===== config.mk =====
export PLATFORM = sky130hd
export DESIGN_NAME = led_display_sched_flat
export DESIGN_NICKNAME = d
export VERILOG_FILES = /design/src/rtl/led_display_sched_if.sv /design/src/rtl/led_display_sched.sv /design/src/flat_wrapper.sv
export SDC_FILE = /design/constraint.sdc
export NUM_CORES = 1
export LEC_CHECK = 0
export ABC_AREA = 1
export CAP_MARGIN = 20
export CORE_ASPECT_RATIO = 1.5
export CORE_MARGIN = 4
export CORE_UTILIZATION = 50
export DETAILED_ROUTE_END_ITERATION = 16
export PLACE_DENSITY_LB_ADDON = 0.15
export SYNTH_ARGS = -nofsm -noshare
export SYNTH_HDL_FRONTEND = slang
export SYNTH_SLANG_ARGS = --single-unit

===== constraint.sdc =====
create_clock -name clock -period 2.6 [get_ports clock]
set_input_delay 0.65 -clock clock [delete_from_list [all_inputs] [get_ports clock]]
set_output_delay 0.65 -clock clock [all_outputs]
set_load 0.01 [all_outputs]

===== src/rtl/led_display_sched_if.sv =====
// Requester-side bundle of the LED display scheduler: request pulses, per-requester
// patterns and blink enables going in; grant pulse, busy and current owner coming back.
interface led_display_sched_if;
  logic [2:0] req;
  logic [7:0] pat0;
  logic [7:0] pat1;
  logic [7:0] pat2;
  logic [2:0] blink;
  logic [2:0] ack;
  logic       busy;
  logic [1:0] owner;

  modport master (
    output req, pat0, pat1, pat2, blink,
    input  ack, busy, owner
  );

  modport slave (
    input  req, pat0, pat1, pat2, blink,
    output ack, busy, owner
  );
endinterface


===== src/rtl/led_display_sched.sv =====
// Shares the 8 front-panel LEDs between the idle cylon pattern and three prioritised
// status requesters: fixed-priority grant with preemption, tick-timed hold, blank gap.
module led_display_sched #(
  parameter int MXPRE      = 21,
  parameter int HOLD_TICKS = 4
) (
  input  logic                      clock,
  input  logic                      reset,
  input  logic [7:0]                cylon_q,
  input  logic [1:0]                rate_cfg,
  output logic [1:0]                cylon_rate,
  output logic [7:0]                leds,
  led_display_sched_if.slave        bus
);

  typedef enum logic [1:0] {S_IDLE, S_SHOW, S_GAP} state_t;

  state_t             state_q, state_d;
  logic [MXPRE-1:0]   pre_q, pre_d;
  logic [2:0]         pend_q, pend_d;
  logic [2:0]         ack_q, ack_d;
  logic               busy_q, busy_d;
  logic [1:0]         owner_q, owner_d;
  logic [7:0]         leds_q, leds_d;
  logic [1:0]         rate_q, rate_d;
  logic [2:0]         hold_q, hold_d;
  logic               phase_q, phase_d;
  logic [7:0]         pat_q, pat_d;
  logic               blink_q, blink_d;

  logic               tick;
  logic               any_pend;
  logic [1:0]         win_idx;
  logic [7:0]         win_pat;
  logic               win_blink;
  logic               do_grant;

  always_comb begin
    pre_d     = pre_q + MXPRE'(1);
    tick      = &pre_q;
    any_pend  = |pend_q;
    win_idx   = pend_q[0] ? 2'd0 : (pend_q[1] ? 2'd1 : 2'd2);
    case (win_idx)
      2'd0:    win_pat = bus.pat0;
      2'd1:    win_pat = bus.pat1;
      default: win_pat = bus.pat2;
    endcase
    win_blink = bus.blink[win_idx];

    state_d  = state_q;
    hold_d   = hold_q;
    phase_d  = phase_q;
    pat_d    = pat_q;
    blink_d  = blink_q;
    owner_d  = owner_q;
    leds_d   = leds_q;
    do_grant = 1'b0;

    case (state_q)
      S_IDLE: begin
        leds_d   = cylon_q;
        do_grant = any_pend;
      end
      S_SHOW: begin
        // Only strictly higher priority (lower index) may cut a display short.
        if (any_pend && (win_idx < owner_q)) begin
          do_grant = 1'b1;
        end else begin
          if (tick) begin
            phase_d = ~phase_q;
            hold_d  = hold_q - 3'd1;
            if (hold_q == 3'd1) begin
              state_d = S_GAP;
              owner_d = 2'd3;
            end
          end
          leds_d = ((state_d == S_GAP) || (blink_q && !phase_d)) ? 8'h00 : pat_q;
        end
      end
      S_GAP: begin
        leds_d = 8'h00;
        if (tick) begin
          if (any_pend) begin
            do_grant = 1'b1;
          end else begin
            state_d = S_IDLE;
            leds_d  = cylon_q;
          end
        end
      end
      default: begin
        state_d = S_IDLE;
        owner_d = 2'd3;
        leds_d  = 8'h00;
      end
    endcase

    ack_d = 3'b000;
    if (do_grant) begin
      state_d        = S_SHOW;
      ack_d[win_idx] = 1'b1;
      owner_d        = win_idx;
      pat_d          = win_pat;
      blink_d        = win_blink;
      hold_d         = 3'(HOLD_TICKS);
      phase_d        = 1'b1;
      leds_d         = win_pat;
    end

    // A request arriving on the grant edge re-queues: set beats clear.
    pend_d = (pend_q & ~ack_d) | bus.req;
    busy_d = (state_d != S_IDLE);
    rate_d = rate_cfg;
  end

  always_ff @(posedge clock) begin
    if (reset) begin
      state_q <= S_IDLE;
      pre_q   <= '0;
      pend_q  <= 3'b000;
      ack_q   <= 3'b000;
      busy_q  <= 1'b0;
      owner_q <= 2'd3;
      leds_q  <= 8'h00;
      rate_q  <= 2'd0;
      hold_q  <= 3'd0;
      phase_q <= 1'b1;
    end else begin
      state_q <= state_d;
      pre_q   <= pre_d;
      pend_q  <= pend_d;
      ack_q   <= ack_d;
      busy_q  <= busy_d;
      owner_q <= owner_d;
      leds_q  <= leds_d;
      rate_q  <= rate_d;
      hold_q  <= hold_d;
      phase_q <= phase_d;
    end
    pat_q   <= pat_d;
    blink_q <= blink_d;
  end

  assign bus.ack    = ack_q;
  assign bus.busy   = busy_q;
  assign bus.owner  = owner_q;
  assign leds       = leds_q;
  assign cylon_rate = rate_q;

endmodule

===== src/flat_wrapper.sv =====
// flat-port wrapper written by rule: the top's interface ports become plain ports
module led_display_sched_flat 
#(
  parameter int MXPRE      = 21,
  parameter int HOLD_TICKS = 4
)
  (clock, reset, cylon_q, rate_cfg, cylon_rate, leds, bus_req, bus_pat0, bus_pat1, bus_pat2, bus_blink, bus_ack, bus_busy, bus_owner);
  led_display_sched_if bus_i ();
  input  logic clock;
  input  logic reset;
  input  logic [7:0] cylon_q;
  input  logic [1:0] rate_cfg;
  output logic [1:0] cylon_rate;
  output logic [7:0] leds;
  input wire logic [$bits(bus_i.req)-1:0] bus_req;
  input wire logic [$bits(bus_i.pat0)-1:0] bus_pat0;
  input wire logic [$bits(bus_i.pat1)-1:0] bus_pat1;
  input wire logic [$bits(bus_i.pat2)-1:0] bus_pat2;
  input wire logic [$bits(bus_i.blink)-1:0] bus_blink;
  output wire logic [$bits(bus_i.ack)-1:0] bus_ack;
  output wire logic [$bits(bus_i.busy)-1:0] bus_busy;
  output wire logic [$bits(bus_i.owner)-1:0] bus_owner;
  assign bus_i.req = bus_req;
  assign bus_i.pat0 = bus_pat0;
  assign bus_i.pat1 = bus_pat1;
  assign bus_i.pat2 = bus_pat2;
  assign bus_i.blink = bus_blink;
  assign bus_ack = bus_i.ack;
  assign bus_busy = bus_i.busy;
  assign bus_owner = bus_i.owner;
  led_display_sched #(.MXPRE(MXPRE), .HOLD_TICKS(HOLD_TICKS)) u_core (.clock(clock), .reset(reset), .cylon_q(cylon_q), .rate_cfg(rate_cfg), .cylon_rate(cylon_rate), .leds(leds), .bus(bus_i));
endmodule

After elaboration in Yosys (flattened, before gate mapping):

Index checks and enable logic that the tools add are counted.

* register bits: 55
* output and inout bits: 16
* logic and storage cells: 90
* input port bits: 42

* reduce and logical (&&, ||, !) cells: 18
* add/sub/neg operators: 2
* equality and inequality tests: 10
* bitwise logic cells: 5
* magnitude comparators: 3
* mux-type cells: 39

Operators with widths (number)
* 8-bit two-way mux: 5
* 2-bit two-way mux: 14
* 8-bit case mux with 3 select lines: 1
* 23-bit AND reduction: 1
* 21-bit by 1-bit adder with 21-bit output, second input constant: 1
* 21-bit AND reduction: 1
* 8-bit case mux with 2 select lines: 1
* 3-bit two-way mux: 5
* 1-bit two-way mux: 8
* 3-bit by 1-bit != test with 1-bit output, second input constant: 2
* 2-bit case mux with 3 select lines: 1
* 2-bit nonzero test: 3
* 2-bit by 1-bit == test with 1-bit output, second input constant: 2
* 2-bit == test, second input constant: 2
* 2-bit zero test: 2
* 2-bit by 1-bit != test with 1-bit output, second input constant: 2
* 2-bit case mux with 2 select lines: 1
* 4-bit AND reduction: 1
* 2-bit OR reduction: 2
* 3-bit AND: 1
* 3-bit by 1-bit == test with 1-bit output, second input constant: 1
* 1-bit logical AND: 3
* 2-bit by 3-bit less-than comparator with 1-bit output, second input constant: 1
* 3-bit by 2-bit != test with 1-bit output, second input constant: 1
* 14 further kinds: 15

Logic depth before layout (Yosys ltp):

* depth after elaboration: 13
* mapped depth: 15
* mapped depth without buffers: 14

Worst setup path before layout:

Ideal clock, no wire load.

* path kind: register -> register
* from: register u_core.pend_q[0]
* to: register u_core.blink_q, enable pin
* path buffers: 3
* data required time: 2.297 ns
* clock period less this slack: 2.231 ns
* setup slack: 0.369 ns
* data arrival time: 1.928 ns
* library setup time: 0.303 ns
* cell stages (with the launch flop): 12
* path through: dfxtp_1 buf_4 inv_2 nand2_1 inv_1 clkbuf_1 ha_1 a21boi_1 nor3_2 nand2_2 nand2_4 buf_6

* longest elaborated chain between the ends: 5
* elaborated cells between the ends (all ways): 8
* classes of those cells: order compare: 1; mux: 5; reduce/logical: 2

Ends and longest elaborated chain
* start: declaration: RTL line led_display_sched.sv:20 `logic [2:0] pend_q, pend_d;`
* start signal: assignment: RTL line led_display_sched.sv:131 `pend_q <= pend_d;`
* 2-bit two-way mux: RTL line led_display_sched.sv:42 `win_idx = pend_q[0] ? 2'd0 : (pend_q[1] ? 2'd1 : 2'd2);`
* 2-bit less-than comparator: RTL line led_display_sched.sv:66 `if (any_pend && (win_idx < owner_q)) begin`
* 1-bit logical AND: RTL line led_display_sched.sv:66
* 1-bit two-way mux: RTL line led_display_sched.sv:66
* 1-bit case mux with 3 select lines (*): RTL line led_display_sched.sv:59 `case (state_q)`
* net u_core.do_grant: RTL line led_display_sched.sv:36 `logic do_grant;`
* end signal: assignment: RTL line led_display_sched.sv:141 `blink_q <= blink_d;`
* end: declaration: RTL line led_display_sched.sv:29 `logic blink_q, blink_d;`

Mark *: on every way through the listed nets, which the timed path passes. The rest lies on a longest branch.
A chain may end at the register's enable or synchronous reset.

Worst setup path after layout:

* from: register u_core.pend_q[0]
* to: register u_core.leds_q[0], in the netlist u_core.leds[0]

* longest elaborated chain between the ends: 6
* elaborated cells between the ends (all ways): 16
* classes of those cells: order compare: 1; eq/ne: 2; mux: 10; reduce/logical: 3

Ends and longest elaborated chain
* 2-bit two-way mux: RTL line led_display_sched.sv:42
* 2-bit less-than comparator: RTL line led_display_sched.sv:66
* 1-bit logical AND: RTL line led_display_sched.sv:66
* 1-bit two-way mux: RTL line led_display_sched.sv:66
* 1-bit case mux with 3 select lines: RTL line led_display_sched.sv:59
* 3-bit by 2-bit != test with 1-bit output (no line) / 8-bit two-way mux (equally long branches)
* end signal: assignment: RTL line led_display_sched.sv:135 `leds_q <= leds_d;`
* end: declaration: RTL line led_display_sched.sv:24 `logic [7:0] leds_q, leds_d;`

Parallel ways exist; a longest one is shown, timed or not.

==> impl_metrics.env <==
export IMPL_fin_total_pwr_mw=1.94
export IMPL_totalWireLength_um=6040
export IMPL_nets=456
export IMPL_rsz0062_at_grt="no"
export IMPL_powerDensity_nw_per_um2=567
export IMPL_grtUsageTotal_pct=19.4
export IMPL_clock_latency_ns=0.31
export IMPL_layout_common_cells="nand2_1 (106), clkdlybuf4s50_1 (57), dfxtp_1 (46)"
export IMPL_cts_buffers=5
export IMPL_via_count=2350
export IMPL_io_pins=58
export IMPL_ir_drop_mv=0.364
export IMPL_num_rows=32
export IMPL_grt_overflow_total=0
export IMPL_required_ns=2.81
export IMPL_crit_type="reg -> reg"
export IMPL_drtAntennaViolNets=0
export IMPL_synth_warnings=0
export IMPL_hpwl_um=4660
export IMPL_path_clk_slew_ns=0.10
export IMPL_antenna_found_initial=0
export IMPL_min_path_type="reg -> reg"
export IMPL_cap_viol_max_count=0
export IMPL_postSynthNetCount=395
export IMPL_cp_max_fo=24
export IMPL_synth_cells=349
export IMPL_endpoint_kind="flop"
export IMPL_report_final_hold_viol_count=0
export IMPL_grt_pass1_vias=2331
export IMPL_final_common_cell="nand2_1"
export IMPL_vias_per_cell=4.91
export IMPL_slew_headroom_pct=75.7
export IMPL_yosys_top_cells_area="dfxtp_1 (34%), nand2_1 (15%), edfxtp_1 (10%)"
export IMPL_ctsHoldBuffers=0
export IMPL_wl_per_cell_um=12.6
export IMPL_gp_congestion=0.803
export IMPL_finalCoreUtilization_pct=66.2
export IMPL_die_x_um=67.8
export IMPL_start_kind="flop"
export IMPL_io_buffer_count=57
export IMPL_setup_ws_ns=0.456
export IMPL_layout_drive_gt1_share_pct=11.7
export IMPL_core_area_um2=5160
export IMPL_p_leak_nw=1.51
export IMPL_period_share_pct=82.5
export IMPL_area_growth_pct=27.5
export IMPL_seq_area_frac_synth_pct=44.4
export IMPL_ys_seq_elements=55
export IMPL_final_cell_count_no_fill=479
export IMPL_placed_cells=471
export IMPL_ctsResizeCount=0
export IMPL_cts_root_buffer="clkbuf_8"
export IMPL_cts_htree_levels=2
export IMPL_wl_met3_um=324
export IMPL_syn_area_um2=2680
export IMPL_route_detailed_drc=0
export IMPL_syn_area_per_cell_um2=7.69
export IMPL_cts_setup_buffers=0
export IMPL_clock_skew_ns=0.00494
export IMPL_start_util_pct=51.9
export IMPL_tritoncts="built"
export IMPL_clock_sinks=55
export IMPL_clock_fmax_mhz=466
export IMPL_synth_top_area_share_pct=34.3
export IMPL_worst_pin_slew_ns=0.364
export IMPL_diodes=0
export IMPL_status="finished clean"
export IMPL_setup_viol=0
export IMPL_synth_largest_area_cell="dfxtp_1"
export IMPL_met1Wirelength_um=2410
export IMPL_die_h_um=97.7
export IMPL_drt_pass1_iterations=4
export IMPL_dr_first_iter_drc_count=70
export IMPL_dieArea_um2=6630
export IMPL_min_period_ns=2.14
export IMPL_synth_cell_types=39
export IMPL_arrival_ns=2.36
export IMPL_drv_slew=0
export IMPL_dr_wl_met2_um=3210
export IMPL_setup_tns_ns=0
export IMPL_grt_start_max_net_pins=27
export IMPL_clock_path_buffers=2
export IMPL_grt_pass1_wl_um=10100
export IMPL_dpl_worst_slack_ns=0.471
export IMPL_top_layer="met4"
-- metrics by stage --
stage | hold WS (ns) | area [um2]
floorplan | 0.413 | 2680
global placement | 0.427 | 3330
detailed placement | 0.455 | 3330
CTS | 0.469 | 3420
global route | 0.486 | 3420
finish | 0.469 | 3420
-- flip-flops by register name, summed over array words and instances, names as in the netlist, 2 cells and up --
name,flops
u_core.pend_q,3
u_core.bus.ack,3
u_core.pat_q,8
u_core.hold_q,3
u_core.pre_q,21
u_core.state_q,2
u_core.leds,8
u_core.bus.owner,2
u_core.cylon_rate,2
-- layer usage --
layer | global-route usage, % | vias up
li1 | - | 1239
met2 | 35.9 | 51
met4 | 5.82 | 0
met5 | 0 | -
met1 | 21.4 | 1052
met3 | 3.94 | 8
-- worst max-delay path, cell delays in order, from the launching register on --
cell	delay, ns
dfxtp_1	0.35
inv_2	0.06
nand2_1	0.12
inv_1	0.07
ha_1	0.26
a21boi_1	0.13
nor3_2	0.26
nand2_2	0.14
nand2_4	0.26
inv_2	0.13
nand2_4	0.09
nor2_4	0.06
nand2_1	0.07
nand2_1	0.04
-- synth_stat cells --
library cell,number
nand2_1,106
dfxtp_1,46
nor2_1,33
nand3_1,29
inv_1,25
a21oi_1,14
o21ai_0,14
edfxtp_1,9
inv_2,7
nand2_2,7
nand2_4,5
nor2_2,5
nor3_1,5
clkbuf_1,4
ha_1,4
o21a_1,4
nor2_4,3
nor2_8,3
xor2_1,3
clkinv_1,2
nor4_1,2
xnor2_1,2
a21boi_1,1
a21oi_2,1
and3_1,1
buf_2,1
buf_4,1
buf_6,1
nand3_2,1
nand3_4,1
nand4_1,1
nor3_2,1
nor3_4,1
nor3b_1,1
o2111ai_1,1
o211a_1,1
o21ai_2,1
o31ai_1,1
or2_2,1
-- kinds of logic after synthesis --
logic type,after synthesis,synth area share (%)
compound gates,38,8.26
xor+xnor,5,1.63
fa+ha+maj,4,1.87
buf+inv,41,6.20
flops,55,44.4
simple gates,206,37.6
-- power breakdown --
| part | internal [mW] | switching, mW |
|---|---|---|
| Sequential | 0.959 | 0.0373 |
| Clock | 0.194 | 0.278 |
| Combinational | 0.213 | 0.256 |
-- layout make-up --
class / count / area [um2]
Inverter: 34 / 128
Timing Repair Buffer: 61 / 601
Clock inverter: 2 / 17.5
Fill cell: 457 / 1750
Clock buffer: 6 / 72.6
Multi-Input combinational cell: 253 / 1330
Sequential cell: 55 / 1190
Tap cell: 68 / 85.1
-- path summary, 6_finish.rpt --
path / start / to / slack [ns] / cells past startpoint
setup reg to reg: u_core.pend_q[0] / u_core.leds[0] / 0.46 / 13
setup / recovery: u_core.pend_q[0] / u_core.leds[0] / 0.46 / 13
hold / removal: u_core.pre_q[18] / u_core.pre_q[18] / 0.47 / 2
hold reg to reg: u_core.pre_q[18] / u_core.pre_q[18] / 0.47 / 2
Power figures use the tool's default switching activity.
